--- src/rtl/jtag_pkg.sv ---
// Shared types for the JTAG shift engine: FSM states, width helpers
// and a packed command bundle for fixed 64-bit command users.
package jtag_pkg;

    typedef enum logic [1:0] {
        IDLE,
        LOW,
        HIGH,
        RESP
    } state_t;

    function automatic int len_w(input int max_bits);
        return $clog2(max_bits + 1);
    endfunction

    function automatic int sel_w(input int num_chains);
        return (num_chains > 1) ? $clog2(num_chains) : 1;
    endfunction

    localparam int CMD_MAX_BITS = 64;
    localparam int CMD_LEN_W    = len_w(CMD_MAX_BITS);
    localparam int CMD_SEL_W    = 1;

    typedef struct packed {
        logic [CMD_LEN_W-1:0]    len;
        logic [CMD_SEL_W-1:0]    chain;
        logic [CMD_MAX_BITS-1:0] tms;
        logic [CMD_MAX_BITS-1:0] tdi;
    } jtag_cmd_t;

endpackage

--- src/rtl/jtag_shift_engine_tck_gen.sv ---
// TCK phase generator: while en is high, emits rise_stb after CLK_DIV
// cycles, then fall_stb after CLK_DIV more, alternating.
// Ports: clk, rst, en in; rise_stb, fall_stb one-cycle strobes out.
module jtag_tck_gen #(
    parameter int CLK_DIV = 2
) (
    input  logic clk,
    input  logic rst,
    input  logic en,
    output logic rise_stb,
    output logic fall_stb
);

    localparam int CW = (CLK_DIV > 1) ? $clog2(CLK_DIV) : 1;

    logic [CW-1:0] cnt;
    logic          phase;
    logic          wrap;

    assign wrap = (cnt == CW'(CLK_DIV - 1));

    // Held cleared while disabled, so every enable starts a fresh count.
    always_ff @(posedge clk or posedge rst) begin
        if (rst) begin
            cnt   <= '0;
            phase <= 1'b0;
        end else if (!en) begin
            cnt   <= '0;
            phase <= 1'b0;
        end else if (wrap) begin
            cnt   <= '0;
            phase <= ~phase;
        end else begin
            cnt   <= cnt + 1'b1;
        end
    end

    assign rise_stb = en & wrap & ~phase;
    assign fall_stb = en & wrap & phase;

endmodule

--- src/rtl/jtag_shift_engine.sv ---
// JTAG master: shifts packed TMS/TDI commands onto one of NUM_CHAINS
// TAP chains with a divided TCK and returns captured TDO.
// Ports: cmd_* command in (valid/ready), rsp_* response out
// (valid/ready), busy, and per-chain tck/tms/tdi out, tdo in.
module jtag_shift_engine
    import jtag_pkg::*;
#(
    parameter int MAX_BITS   = 64,
    parameter int CLK_DIV    = 2,
    parameter int NUM_CHAINS = 1,
    parameter int LEN_W      = len_w(MAX_BITS),
    parameter int SEL_W      = sel_w(NUM_CHAINS)
) (
    input  logic                  clk,
    input  logic                  rst,
    input  logic                  cmd_valid,
    output logic                  cmd_ready,
    input  logic [LEN_W-1:0]      cmd_len,
    input  logic [SEL_W-1:0]      cmd_chain,
    input  logic [MAX_BITS-1:0]   cmd_tms,
    input  logic [MAX_BITS-1:0]   cmd_tdi,
    output logic                  rsp_valid,
    input  logic                  rsp_ready,
    output logic [MAX_BITS-1:0]   rsp_tdo,
    output logic [LEN_W-1:0]      rsp_len,
    output logic                  busy,
    output logic [NUM_CHAINS-1:0] tck,
    output logic [NUM_CHAINS-1:0] tms,
    output logic [NUM_CHAINS-1:0] tdi,
    input  logic [NUM_CHAINS-1:0] tdo
);

    state_t               state;
    state_t               state_nx;
    logic [SEL_W-1:0]     sel;
    logic [LEN_W-1:0]     rem;
    logic [MAX_BITS-1:0]  tms_sh;
    logic [MAX_BITS-1:0]  tdi_sh;
    logic [MAX_BITS-1:0]  mask;
    logic                 accept;
    logic                 chain_ok;
    logic [LEN_W-1:0]     eff_len;
    logic                 tdo_sel;
    logic                 rise_stb;
    logic                 fall_stb;
    logic                 last_bit;

    assign cmd_ready = (state == IDLE);
    assign busy      = (state != IDLE);
    assign rsp_valid = (state == RESP);
    assign accept    = cmd_valid & cmd_ready;
    assign last_bit  = (rem == LEN_W'(1));

    // Out-of-range chains are accepted but shift nothing.
    assign chain_ok = int'(cmd_chain) < NUM_CHAINS;
    assign eff_len  = !chain_ok ? '0 :
                      (cmd_len > LEN_W'(MAX_BITS)) ? LEN_W'(MAX_BITS) :
                      cmd_len;

    always_comb begin
        tdo_sel = 1'b0;
        for (int c = 0; c < NUM_CHAINS; c++) begin
            if (SEL_W'(c) == sel) tdo_sel = tdo[c];
        end
    end

    jtag_tck_gen #(
        .CLK_DIV (CLK_DIV)
    ) u_tck_gen (
        .clk      (clk),
        .rst      (rst),
        .en       ((state == LOW) || (state == HIGH)),
        .rise_stb (rise_stb),
        .fall_stb (fall_stb)
    );

    always_ff @(posedge clk or posedge rst) begin
        if (rst) state <= IDLE;
        else     state <= state_nx;
    end

    always_comb begin
        state_nx = state;
        case (state)
            IDLE: if (accept) state_nx = (eff_len == '0) ? RESP : LOW;
            LOW:  if (rise_stb) state_nx = HIGH;
            HIGH: if (fall_stb) state_nx = last_bit ? RESP : LOW;
            RESP: if (rsp_ready) state_nx = IDLE;
            default: state_nx = IDLE;
        endcase
    end

    always_ff @(posedge clk or posedge rst) begin
        if (rst) begin
            sel     <= '0;
            rem     <= '0;
            tms_sh  <= '0;
            tdi_sh  <= '0;
            mask    <= '0;
            rsp_tdo <= '0;
            rsp_len <= '0;
            tck     <= '0;
            tms     <= '0;
            tdi     <= '0;
        end else begin
            // Registered from next state so TCK is glitch-free.
            tck <= '0;
            for (int c = 0; c < NUM_CHAINS; c++) begin
                if (state_nx == HIGH && SEL_W'(c) == sel) tck[c] <= 1'b1;
            end

            if (accept) begin
                sel     <= cmd_chain;
                rem     <= eff_len;
                rsp_len <= eff_len;
                rsp_tdo <= '0;
                mask    <= MAX_BITS'(1);
                tms_sh  <= cmd_tms >> 1;
                tdi_sh  <= cmd_tdi >> 1;
                for (int c = 0; c < NUM_CHAINS; c++) begin
                    if (eff_len != '0 && SEL_W'(c) == cmd_chain) begin
                        tms[c] <= cmd_tms[0];
                        tdi[c] <= cmd_tdi[0];
                    end
                end
            end

            // TDO captured on the same edge that raises TCK.
            if (rise_stb && tdo_sel) rsp_tdo <= rsp_tdo | mask;

            if (fall_stb) begin
                rem    <= rem - 1'b1;
                mask   <= mask << 1;
                tms_sh <= tms_sh >> 1;
                tdi_sh <= tdi_sh >> 1;
                for (int c = 0; c < NUM_CHAINS; c++) begin
                    if (!last_bit && SEL_W'(c) == sel) begin
                        tms[c] <= tms_sh[0];
                        tdi[c] <= tdi_sh[0];
                    end
                end
            end
        end
    end

endmodule

--- config.mk ---
export PLATFORM = sky130hd
export DESIGN_NAME = jtag_shift_engine
export DESIGN_NICKNAME = d
export VERILOG_FILES = /design/src/rtl/jtag_pkg.sv /design/src/rtl/jtag_shift_engine_tck_gen.sv /design/src/rtl/jtag_shift_engine.sv
export SDC_FILE = /design/constraint.sdc
export NUM_CORES = 1
export LEC_CHECK = 0
export BUFFER_PORTS_ARGS = -buffer_cell sky130_fd_sc_hd__buf_2
export CAP_MARGIN = 30
export CELL_PAD_IN_SITES_DETAIL_PLACEMENT = 2
export CELL_PAD_IN_SITES_GLOBAL_PLACEMENT = 2
export CORE_MARGIN = 1.5
export CORE_UTILIZATION = 37
export CTS_CLUSTER_DIAMETER = 40
export DETAILED_ROUTE_END_ITERATION = 6
export GPL_TIMING_DRIVEN = 0
export MAX_ROUTING_LAYER = met4
export PLACE_DENSITY = 0.82
export RECOVER_POWER = 25
export SETUP_SLACK_MARGIN = 0.4
export SYNTH_ARGS = -nofsm -noshare
export SYNTH_HDL_FRONTEND = slang
export SYNTH_SLANG_ARGS = --single-unit
--- constraint.sdc ---
create_clock -name clk -period 27.8 [get_ports clk]
set_input_delay 4.17 -clock clk [delete_from_list [all_inputs] [get_ports clk]]
set_output_delay 4.17 -clock clk [all_outputs]
set_load 0.01 [all_outputs]
==> results by group, run 1 <==
Status
  – Run status: complete, but fails checks
  – Failing checks: max-capacitance violations, max-slew violations

Setup path
  – Crit-path max cell delay: between 3 and 4 ns
  – Worst setup EP type: asynchronous set/reset pin
  – CP Max Fanout: approximately 100
  – Buf/Inv on CP: 3
  – Worst setup SP type: input pin
  – Arr. time, crit path: between 10 and 15 ns
  – Critical path data required time: 27.22 ns
  – Top delay family on crit path: buffers and inverters
  – Most numerous cell on the critical path: clkbuf_1
  – Crit-path cells: clkbuf_1, clkinvlp_2, clkbuf_1
  – Slowest-stage cell, CP: clkbuf_1
  – CP Class: in2async

Timing
  – RSZ-0062 raised after global routing: no
  – Worst slew pin tran: roughly 5.0 ns
  – Ratio of final minimum period to clock period: around 40%
  – Final hold vios: 0
  – Final setup margin: 16.64 ns
  – Max Freq: between 80 and 90 MHz
  – Tmin final: around 11 ns
  – Relative slew slack: -231%
  – Setup_tns: 0 ns
  – Slew Limit Fails: ~280
  – Final setup violation count: 0
  – Fin Hold WS: 0.481 ns
  – Worst clock skew: between 0.02 and 0.03 ns

Routing
  – DR iter-0 viols: around 440
  – Final WL: 40100 um
  – DR WL/cell: between 20 and 25 um
  – Drt pass-1 iters: 4
  – Vias per cell: 5.31
  – ANT nets after route: 0
  – Vias: slightly above 10000
  – # DRC: 0

Placed design
  – DP Cell Count: around 1800
  – GPL Wtd Cong: ~0.79
  – Post-Place Setup Slack: 22.08 ns
  – Post-DP HPWL: roughly 26000 um
  – Placed Instance Area: approximately 0.013 mm2
  – IO Port Bufs: roughly 220

Global routing
  – M3 GR Usage: 4.27%
  – GR Util met2: a little over two fifths
  – Global route overflow: 0
  – M1 GR Usage: between 30% and 40%
  – Gr usage total: 25.7%
  – GR peak layer: met2
  – Vias in the first global route: ~11000
  – First-pass GRT wire length: approximately 64000 um
  – Initial antenna violation count: 5
  – Largest net degree at the start of global routing: roughly 100

Die
  – Chip Height: 180 um
  – Die Wd: 180 um
  – Core footprint: 0.0307 mm2
  – Num rows: between 60 and 70
  – I/O pins: about 220
  – Initial Utilization: around 38%
  – Die area: approximately 0.032 mm2

Finish
  – Share of cells above drive strength 1: 21.8%
  – Fin nets: 1639
  – Fin area: 0.0147 mm2
  – Area growth syn-to-layout: 27.2%
  – Cell Count, Final, Fillers Out: just under 2000
  – Fillcell total: between 3000 and 4000

Yosys
  – Syn. warnings: 0
  – Synth area leader: dfrtp_1
  – Syn Area/Cell: 9.41 um2
  – Flops & latches, synth: about 280
  – Gate count of the mapped netlist: roughly 1200
  – Synth cell types: 39
  – Syn_nets: ~1400
  – Area share of the largest cell type after synthesis: about three fifths
  – Most area-consuming cells after synthesis: dfrtp_1 (60%), nand2_1 (13%), a31oi_1 (6.7%)
  – Cell area after synthesis: 0.0115 mm2
  – Sequential area share after synthesis: between 50% and 60%

Clock tree
  – CTS tree: yes
  – Cts hold-fix bufs: 0
  – PostCTS Resize Cnt: 0
  – Cts bufs inserted: 45
  – CTS Buffer Depth: 3
  – Post-CTS setup buffers: 0
  – CTS sink cnt: 276
  – H-tree depth: 2
  – CTS clock-pin slew for the worst setup and hold paths: around 0.05 ns
  – Clock latency on the worst-skew pair: 0.53 ns
  – Root Buffer: clkbuf_16

Power
  – Cell Pwr Density: 68.1 mW/mm2
  – P_leak: between 0.006 and 0.007 uW
  – Worst vdd ir: between 0.03 and 0.04 mV

Min path
  – Hold Crit Class: reg2reg

Run
  – Max_cap viols: 3
[where the power goes]
| part | leakage [uW] | switching [uW] | internal, uW |
|---|---|---|---|
| Combinational | 0.00315 | 14.8 | 8.03 |
| Clock | 0.000755 | 205 | 369 |
| Sequential | 0.00272 | 0.324 | 403 |
[state kept, by name (all words and copies together) (netlist names)]
register and flops:
tdi 1, u_tck_gen.phase 1, state 2, tms 1
mask 64, sel 1, tms_sh 63, tck 1
u_tck_gen.cnt 1, rsp_len 7, tdi_sh 63, rem 7
rsp_tdo 64
[routing by layer]
metal	share of wire, %	wire [um]
met5	0	0
met4	1.8	726
met3	4.2	1680
met2	50	20200
met1	44	17600
[area by class of cell]
| class | instances | area (um2) | area share [%] |
|---|---|---|---|
| Sequential cell | 276 | 6910 | 47.1 |
| Inverter | 8 | 31.3 | 0.213 |
| Buffer | 95 | 442 | 3.01 |
| Antenna cell | 5 | 12.5 | 0.0853 |
| Tap cell | 396 | 495 | 3.38 |
| Timing Repair Buffer | 219 | 1090 | 7.44 |
| Clock buffer | 56 | 1270 | 8.64 |
| Clock inverter | 25 | 277 | 1.88 |
| Multi-Input combinational cell | 847 | 4150 | 28.3 |
[cells by family after synthesis]
family | after synthesis | share of synthesized area (%)
flip-flops | 276 | 59.9
adder cells (fa/ha/maj) | 6 | 0.651
XOR/XNOR | 1 | 0.0759
AND/OR/NAND/NOR | 610 | 21.1
AO/OA/AOI/OAI | 228 | 14.0
buffers and inverters | 103 | 4.13
multiplexers | 2 | 0.174
[final timing paths]
path,startpoint,to,slack (ns),cells past startpoint
worst min-delay path,rsp_len[0],rsp_len[0],0.48,1
max in group clk,state[0],busy,21.96,5
worst max register to register,state[0],tdi_sh[11],25.20,8
worst min register to register,rsp_len[0],rsp_len[0],0.48,1
worst max-delay path,rst,tdi_sh[10],16.64,3
min in group asynchronous,rst,rsp_tdo[45],5.01,2
[through the flow]
step           utilization [%]  power, uW
4_1_cts                   48.0       1010
3_3_place_gp              42.8        432
3_5_place_dp              43.0        434
6_report                  47.8       1000
5_1_grt                   47.8       1030
2_1_floorplan                -        418
[cell usage after synthesis, drive strengths merged]
library cell / count
and3: 1
nand2b: 1
a31oi: 124
mux2i: 2
o31a: 1
nand3b: 1
dfrtp: 276
a221o: 1
nor2b: 2
inv: 8
o21ai: 10
nand2: 391
a22o: 71
a221oi: 2
o21bai: 1
clkbuf: 39
xor2: 1
a21o: 1
buf: 56
a32oi: 2
a211oi: 3
nor3: 6
nand3: 66
and3b: 1
o311ai: 2
nor4: 2
a21oi: 10
nor2: 131
or3: 1
and2: 3
nand4: 1
nor3b: 3
ha: 6
[worst register-to-register path, cell delays in order (launching register included)]
cell and delay, ns:
dfrtp_1 0.40, inv_1 0.12, ha_1 0.23, buf_2 0.17, nand2_1 0.20, clkbuf_1 0.55, buf_1 0.45, nand2_1 0.17
a31oi_1 0.22
[layout by cell type (no fill, tap or decap), types with 2 or more instances in the layout]
cell	Yosys	routed
clkinvlp_4	0	6
a211oi_1	3	3
nand2_1	390	391
clkbuf_1	39	46
inv_1	8	7
a32oi_1	2	2
nor3_1	5	5
nor2_1	131	131
inv_6	0	2
buf_4	18	17
bufinv_16	0	5
clkbuf_16	0	45
a31oi_1	124	124
and2_1	3	2
buf_2	18	232
nand3_1	66	66
mux2i_1	2	2
nor2b_1	2	2
nor4_1	2	2
o21ai_0	8	8
ha_1	6	6
dfrtp_1	276	276
clkbuf_8	0	10
o311ai_1	2	2
a22o_1	71	71
a21oi_1	10	10
diode_2	0	5
buf_1	20	20
o21ai_1	2	2
nor3b_1	3	3
clkinv_2	0	11
(Power assumes the default switching activity.)
==> inputs of run 2 (changes only) <==
--- a/config.mk
+++ b/config.mk
@@ -10,12 +10,12 @@
 export CELL_PAD_IN_SITES_DETAIL_PLACEMENT = 2
 export CELL_PAD_IN_SITES_GLOBAL_PLACEMENT = 2
 export CORE_MARGIN = 1.5
-export CORE_UTILIZATION = 37
+export CORE_UTILIZATION = 34
 export CTS_CLUSTER_DIAMETER = 40
 export DETAILED_ROUTE_END_ITERATION = 6
 export GPL_TIMING_DRIVEN = 0
 export MAX_ROUTING_LAYER = met4
-export PLACE_DENSITY = 0.82
+export PLACE_DENSITY = 0.76
 export RECOVER_POWER = 25
 export SETUP_SLACK_MARGIN = 0.4
 export SYNTH_ARGS = -nofsm -noshare
==> constraint.sdc (replaced) <==
create_clock -name clk -period 11.3 [get_ports clk]
set_input_delay 1.695 -clock clk [delete_from_list [all_inputs] [get_ports clk]]
set_output_delay 1.695 -clock clk [all_outputs]
set_load 0.01 [all_outputs]
==> run 2 against run 1 <==
The run still ends with max-capacitance violations, max-slew violations left. Critical path depth decreased by 1. Setup slack got worse by 11 ns. Via count decreased by 0.79%. Non-clock buffer count unchanged. Utilization down 3.5 points. Design area up 1.1%. Worst hold slack better by 0.015 ns. Critical endpoint is now tdi_sh[24]. Largest cell class unchanged. Largest power group unchanged. Highest routed layer unchanged.
==> results by group, run 2 (synthesized netlist as in run 1, its figures left out) <==
Routing
  – Vias: 10200 (-0.79%)
  – ANT nets after route: 0 (unchanged)
  – DR WL/cell: 19.0 um (-8.6%)
  – Routed wl met2: 18600 um (-7.6%)
  – Drt pass-1 iters: 5 (+1)
  – WL met1: 16600 um (-5.5%)
  – Wire length on met3: 1720 um (+2.2%)
  – DR iter-0 viols: 329 (-25%)
  – # DRC: 0 (unchanged)
  – Final WL: 37900 um (-5.6%)
  – Vias per cell: 5.10 (-3.9%)
  – Highest routed layer: met4

Setup path
  – Crit-path cells: buf_2, clkinvlp_2
  – Top delay family on crit path: buffers and inverters
  – Worst setup SP type: input pin
  – CP Class: in2async
  – Worst setup EP type: asynchronous set/reset pin
  – Crit-path max cell delay: 2.97 ns (-0.66 ns)
  – Arr. time, crit path: 4.88 ns (-5.70 ns)
  – Slowest-stage cell, CP: clkinvlp_2
  – Critical path data required time: 10.95 ns (-16.27 ns)
  – CP Max Fanout: 115 (+12%)
  – Buf/Inv on CP: 2 (-1)

Timing
  – Final setup margin: 6.07 ns (-10.57 ns)
  – Worst slew pin tran: 5.36 ns (+0.398 ns)
  – Tmin final: around 5.2 ns
  – Setup_tns: 0 ns (unchanged)
  – Final hold vios: 0 (unchanged)
  – RSZ-0062 raised after global routing: no
  – Ratio of final minimum period to clock period: 46.3%
  – Relative slew slack: -259% (-28 points)
  – Fin Hold WS: 0.495 ns (+0.0145 ns)
  – Slew Limit Fails: 116 (-59%)
  – Max Freq: 191 MHz
  – Worst clock skew: 0.0186 ns (-0.00688 ns)
  – Final setup violation count: 0 (unchanged)

Global routing
  – Largest net degree at the start of global routing: 116 (+12%)
  – First-pass GRT wire length: 61600 um (-4.4%)
  – Vias in the first global route: 11500 (+0.40%)
  – Gr usage total: 22.6% (-3.1 points)
  – Initial antenna violation count: 12 (+7)
  – Global route overflow: 0 (unchanged)

Die
  – Num rows: 67 (+4.7%)
  – Die Wd: 187 um (+4.2%)
  – Chip Height: 187 um (+4.2%)
  – Die area: 0.0350 mm2 (+8.7%)
  – Core footprint: 0.0334 mm2 (+9.1%)
  – Initial Utilization: 34.5% (-3.1 points)
  – I/O pins: 218 (unchanged)

Clock tree
  – Cts hold-fix bufs: 0 (unchanged)
  – Root Buffer: clkbuf_16
  – Post-CTS setup buffers: 0 (unchanged)
  – Clock latency on the worst-skew pair: 0.54 ns (about the same)
  – CTS clock-pin slew for the worst setup and hold paths: 0.05 ns (about the same)
  – CTS sink cnt: 276 (unchanged)
  – H-tree depth: 2 (unchanged)
  – Cts bufs inserted: 46 (+2.2%)
  – CTS Buffer Depth: 3 (unchanged)
  – PostCTS Resize Cnt: 0 (unchanged)
  – CTS tree: yes

Finish
  – Cell Count, Final, Fillers Out: 1990 (+3.3%)
  – Commonest non-fill, non-tap cells in the layout: nand2_1 (391), dfrtp_1 (276), buf_2 (232)
  – Largest registers: mask x64, rsp_tdo x64
  – Final Util: 44.4% (-3.5 points)
  – Commonest non-fill, non-tap cell in the layout: nand2_1
  – Share of cells above drive strength 1: 21.6% (-0.12 points)
  – Fin nets: 1640 (+0.061%)
  – Area growth syn-to-layout: 28.6%

Power
  – Part of the power in registers: 40.1% (-0.2 points)
  – Sw Ratio: 21.9% (-0.15 points)
  – Clock power frac: 57.5% (about the same)
  – Gate power share: 2.3% (about the same)
  – Worst vdd ir: 0.112 mV (+190%)
  – Psw: 540 uW (+150%)
  – Cell Pwr Density: 167 mW/mm2 (+140%)
  – P_leak: 0.00666 uW (+0.53%)
  – Internal Power: 1930 uW (+150%)

Placed design
  – DP Cell Count: 1893 (+2.8%)
  – Post-DP HPWL: 25500 um (-1.4%)
  – GPL Wtd Cong: 0.753 (-4.5%)
  – Post-Place Setup Slack: 8.10 ns (-13.98 ns)
  – IO Port Bufs: 217 (unchanged)

Status
  – Failing checks: max-capacitance violations, max-slew violations
  – Run status: complete, but fails checks

Min path
  – Hold Crit Class: reg2reg

Run
  – Max_cap viols: 1 (-2)
==> run 2: cell type report <==
class / count / area [um2]
Timing Repair Buffer: 219 / 1140
Antenna cell: 12 / 30.0
Clock inverter: 21 / 250
Tap cell: 448 / 561
Clock buffer: 64 / 1330
Inverter: 8 / 31.3
Buffer: 95 / 440
Sequential cell: 276 / 6910
Fill cell: 3655 / 18600
Multi-Input combinational cell: 847 / 4150
==> run 2: through the flow <==
stage               power (uW)  cell area [um2]
CTS                       2510            14800
finish                    2470            14800
global placement          1060            13200
floorplan                 1030            11500
global route              2550            14800
detailed placement        1070            13200
==> run 2: final timing paths <==
check | start | to | slack (ns) | depth (start not counted)
worst max-delay path | rst | tdi_sh[24] | 6.07 | 2
worst min-delay path | rsp_tdo[51] | rsp_tdo[51] | 0.50 | 1
worst max register to register | state[1] | rsp_tdo[52] | 8.69 | 8
worst min register to register | rsp_tdo[51] | rsp_tdo[51] | 0.50 | 1
max in group clk | state[0] | busy | 7.93 | 5
min in group asynchronous | rst | rsp_tdo[46] | 2.82 | 2
==> run 2: layer usage <==
layer  vias up  GRT usage (%)
li1       4736              -
met1      5118           27.5
met2       228           37.5
met3        72           4.30
met4         0           7.88
met5         -              -
==> run 2: power by group through the flow <==
stage	sequential (uW)	combinational, uW	clock [uW]
floorplan	1010	19.5	0
global placement	1010	55.7	0
detailed placement	1010	59.4	0
CTS	991	59.8	1460
global route	991	65.8	1500
finish	992	57.9	1420
==> inputs of run 3 (changes only) <==
--- a/config.mk
+++ b/config.mk
@@ -10,12 +10,12 @@
 export CELL_PAD_IN_SITES_DETAIL_PLACEMENT = 2
 export CELL_PAD_IN_SITES_GLOBAL_PLACEMENT = 2
 export CORE_MARGIN = 1.5
-export CORE_UTILIZATION = 34
+export CORE_UTILIZATION = 31
 export CTS_CLUSTER_DIAMETER = 40
 export DETAILED_ROUTE_END_ITERATION = 6
 export GPL_TIMING_DRIVEN = 0
 export MAX_ROUTING_LAYER = met4
-export PLACE_DENSITY = 0.76
+export PLACE_DENSITY = 0.72
 export RECOVER_POWER = 25
 export SETUP_SLACK_MARGIN = 0.4
 export SYNTH_ARGS = -nofsm -noshare
==> constraint.sdc (replaced) <==
create_clock -name clk -period 4.65 [get_ports clk]
set_input_delay 0.6975 -clock clk [delete_from_list [all_inputs] [get_ports clk]]
set_output_delay 0.6975 -clock clk [all_outputs]
set_load 0.01 [all_outputs]
==> run 3 against run 2 <==
The run still ends with max-capacitance violations, max-slew violations left. Design area up 1.7%. Final cell count grew 1.3%. Combinational power rose to 2.5 times the previous value. Utilization shrank 3.2 points. Worst hold slack worse by 0.20 ns. Flip-flop and latch count did not move. Routed wire length up 0.63%. Clock skew up 0.0052 ns. Sequential share of layout area down 0.76 points. Via count down 0.19%. Power rose to 2.6 times the previous value. Critical endpoint is now tms_sh[57]. Highest routed layer unchanged.
==> results by group, run 3 (synthesized netlist as in run 1, its figures left out) <==
Finish
  – Largest registers: mask x64, rsp_tdo x64
  – Share of cells above drive strength 1: 22.7% (+1.0 points)
  – Commonest non-fill, non-tap cells in the layout: nand2_1 (390), dfrtp_1 (276), buf_2 (235)
  – Area growth syn-to-layout: 30.8%
  – Fillcell total: 4034 (+10%)
  – Final Util: 41.2% (-3.2 points)
  – Commonest non-fill, non-tap cell in the layout: nand2_1
  – Fin nets: 1650 (+0.61%)
  – Fin area: 0.0151 mm2 (+1.7%)

Power
  – Cell Pwr Density: 420 mW/mm2 (+150%)
  – Worst vdd ir: 0.226 mV (+100%)
  – P_leak: 0.00678 uW (+1.8%)

Status
  – Failing checks: max-capacitance violations, max-slew violations
  – Run status: complete, but fails checks

Timing
  – Relative slew slack: -48.3% (+210 points)
  – Final setup violation count: 0 (unchanged)
  – Max Freq: between 300 and 400 MHz
  – Setup_tns: 0 ns (unchanged)
  – Final hold vios: 0 (unchanged)
  – Worst slew pin tran: 2.23 ns (-3.13 ns)
  – Ratio of final minimum period to clock period: between 60% and 70%
  – RSZ-0062 raised after global routing: no
  – Final setup margin: 1.78 ns (-4.29 ns)
  – Tmin final: around 2.9 ns
  – Worst clock skew: 0.0238 ns (+0.00522 ns)
  – Slew Limit Fails: 97 (-16%)

Die
  – Core footprint: 0.0366 mm2 (+9.5%)
  – Die Wd: 196 um (+4.7%)
  – Die area: 0.0384 mm2 (+9.5%)
  – Chip Height: 196 um (+4.7%)
  – Num rows: 70 (+4.5%)
  – I/O pins: 218 (unchanged)
  – Initial Utilization: 31.5% (-3.0 points)

Placed design
  – Post-Place Setup Slack: 2.23 ns (-5.87 ns)
  – Placed Instance Area: 0.0134 mm2 (+0.95%)
  – GPL Wtd Cong: 0.767 (+1.8%)
  – Post-DP HPWL: 26600 um (+4.3%)
  – IO Port Bufs: 217 (unchanged)

Setup path
  – Setup crit end: tms_sh[57]
  – Worst setup EP type: asynchronous set/reset pin
  – Crit-path cells: buf_2, clkinvlp_2, clkbuf_1
  – Worst Setup SP: rst
  – Crit-path max cell delay: 1.65 ns (-1.32 ns)
  – R2r worst-path depth: 6 (-2)
  – Arr. time, crit path: 3.08 ns (-1.80 ns)
  – CP Max Fanout: 38 (-67%)
  – Critical R2R Launch: state[1]
  – Critical path data required time: 4.86 ns (-6.09 ns)
  – RR Endpoint: tdi_sh[39]
  – Slowest-stage cell, CP: clkbuf_1
  – CP Class: in2async
  – Worst setup SP type: input pin
  – Reg-to-reg slack, setup: 2.22 ns (-6.47 ns)

Clock tree
  – CTS sink cnt: 276 (unchanged)
  – H-tree depth: 2 (unchanged)
  – PostCTS Resize Cnt: 0 (unchanged)
  – CTS clock-pin slew for the worst setup and hold paths: 0.06 ns (about the same)
  – Cts hold-fix bufs: 0 (unchanged)
  – Root Buffer: clkbuf_16
  – Post-CTS setup buffers: 0 (unchanged)
  – CTS tree: yes
  – Clock latency on the worst-skew pair: 0.58 ns (+0.04 ns)
  – CTS Buffer Depth: 3 (unchanged)
  – Cts bufs inserted: 50 (+8.7%)

Global routing
  – Global route overflow: 0 (unchanged)
  – M1 GR Usage: 26.3% (-1.3 points)
  – Vias in the first global route: 11300 (-1.5%)
  – GR peak layer: met2
  – First-pass GRT wire length: 61900 um (+0.46%)
  – Gr usage total: 21.0% (-1.6 points)
  – Largest net degree at the start of global routing: 41 (-65%)
  – Initial antenna violation count: 4 (-8)
  – GR Util met2: 34.9% (-2.6 points)
  – M3 GR Usage: 4.31% (+0.019 points)

Routing
  – ANT nets after route: 0 (unchanged)
  – DR WL/cell: 18.9 um (-0.67%)
  – DR iter-0 viols: 346 (+5.2%)
  – Drt pass-1 iters: 4 (-1)
  – Final WL: 38100 um (+0.63%)
  – # DRC: 0 (unchanged)
  – Vias: 10100 (-0.19%)
  – Vias per cell: 5.03 (-1.5%)

Min path
  – Hold Crit Class: in2async

Run
  – Max_cap viols: 3 (+2)
-- run 3: worst max-delay path: cells and delay by family --
| kind | cells | cell delay, ns |
|---|---|---|
| buffers and inverters | 3 | 2.35 |
-- run 3: layout make-up --
cell class | instances | area, um2 | area share, %
sequential | 276 | 6910 | 45.8
multi-input combinational | 847 | 4150 | 27.5
timing repair buffer | 225 | 1200 | 7.94
tap | 468 | 586 | 3.88
antenna | 4 | 10.0 | 0.0664
clock buffer | 62 | 1380 | 9.13
buffer | 95 | 447 | 2.96
inverter | 8 | 31.3 | 0.207
clock inverter | 31 | 378 | 2.50
-- run 3: through the flow --
| step | hold WS, ns | cells | power, uW |
|---|---|---|---|
| 2_1_floorplan | 0.455 | 1226 | 2500 |
| 3_3_place_gp | 0.458 | 1911 | 2590 |
| 3_5_place_dp | 0.476 | 1919 | 2610 |
| 4_1_cts | 0.166 | 2012 | 6440 |
| 5_1_grt | 0.345 | 2016 | 6550 |
| 6_report | 0.293 | 2016 | 6330 |
-- run 3: how the worst min path moves through the flow --
stage / start / to / slack (ns) / cells after the start
final: rst / tms_sh[18] / 0.29 / 2
after global routing: cmd_tdi[63] / tdi_sh[62] / 0.34 / 3
after detailed placement: rsp_len[0] / rsp_len[0] / 0.48 / 1
after CTS: rst / tms_sh[18] / 0.17 / 2
after floorplan: tdi_sh[0] / tdi / 0.46 / 2
after global placement: rsp_len[0] / rsp_len[0] / 0.46 / 1
-- run 3: metal layers --
layer | vias to the layer above | share of wire (%)
met3 | 49 | 4.5
li1 | 4751 | -
met1 | 5137 | 45
met5 | - | 0
met4 | 0 | 1.5
met2 | 198 | 49
-- run 3: where the power goes --
part           total [uW]  internal (uW)  switching (uW)  leakage (uW)
registers            2410           2410            1.86       0.00272
clock network        3780           2450            1330      0.000851
logic                 147           57.3            89.7       0.00321
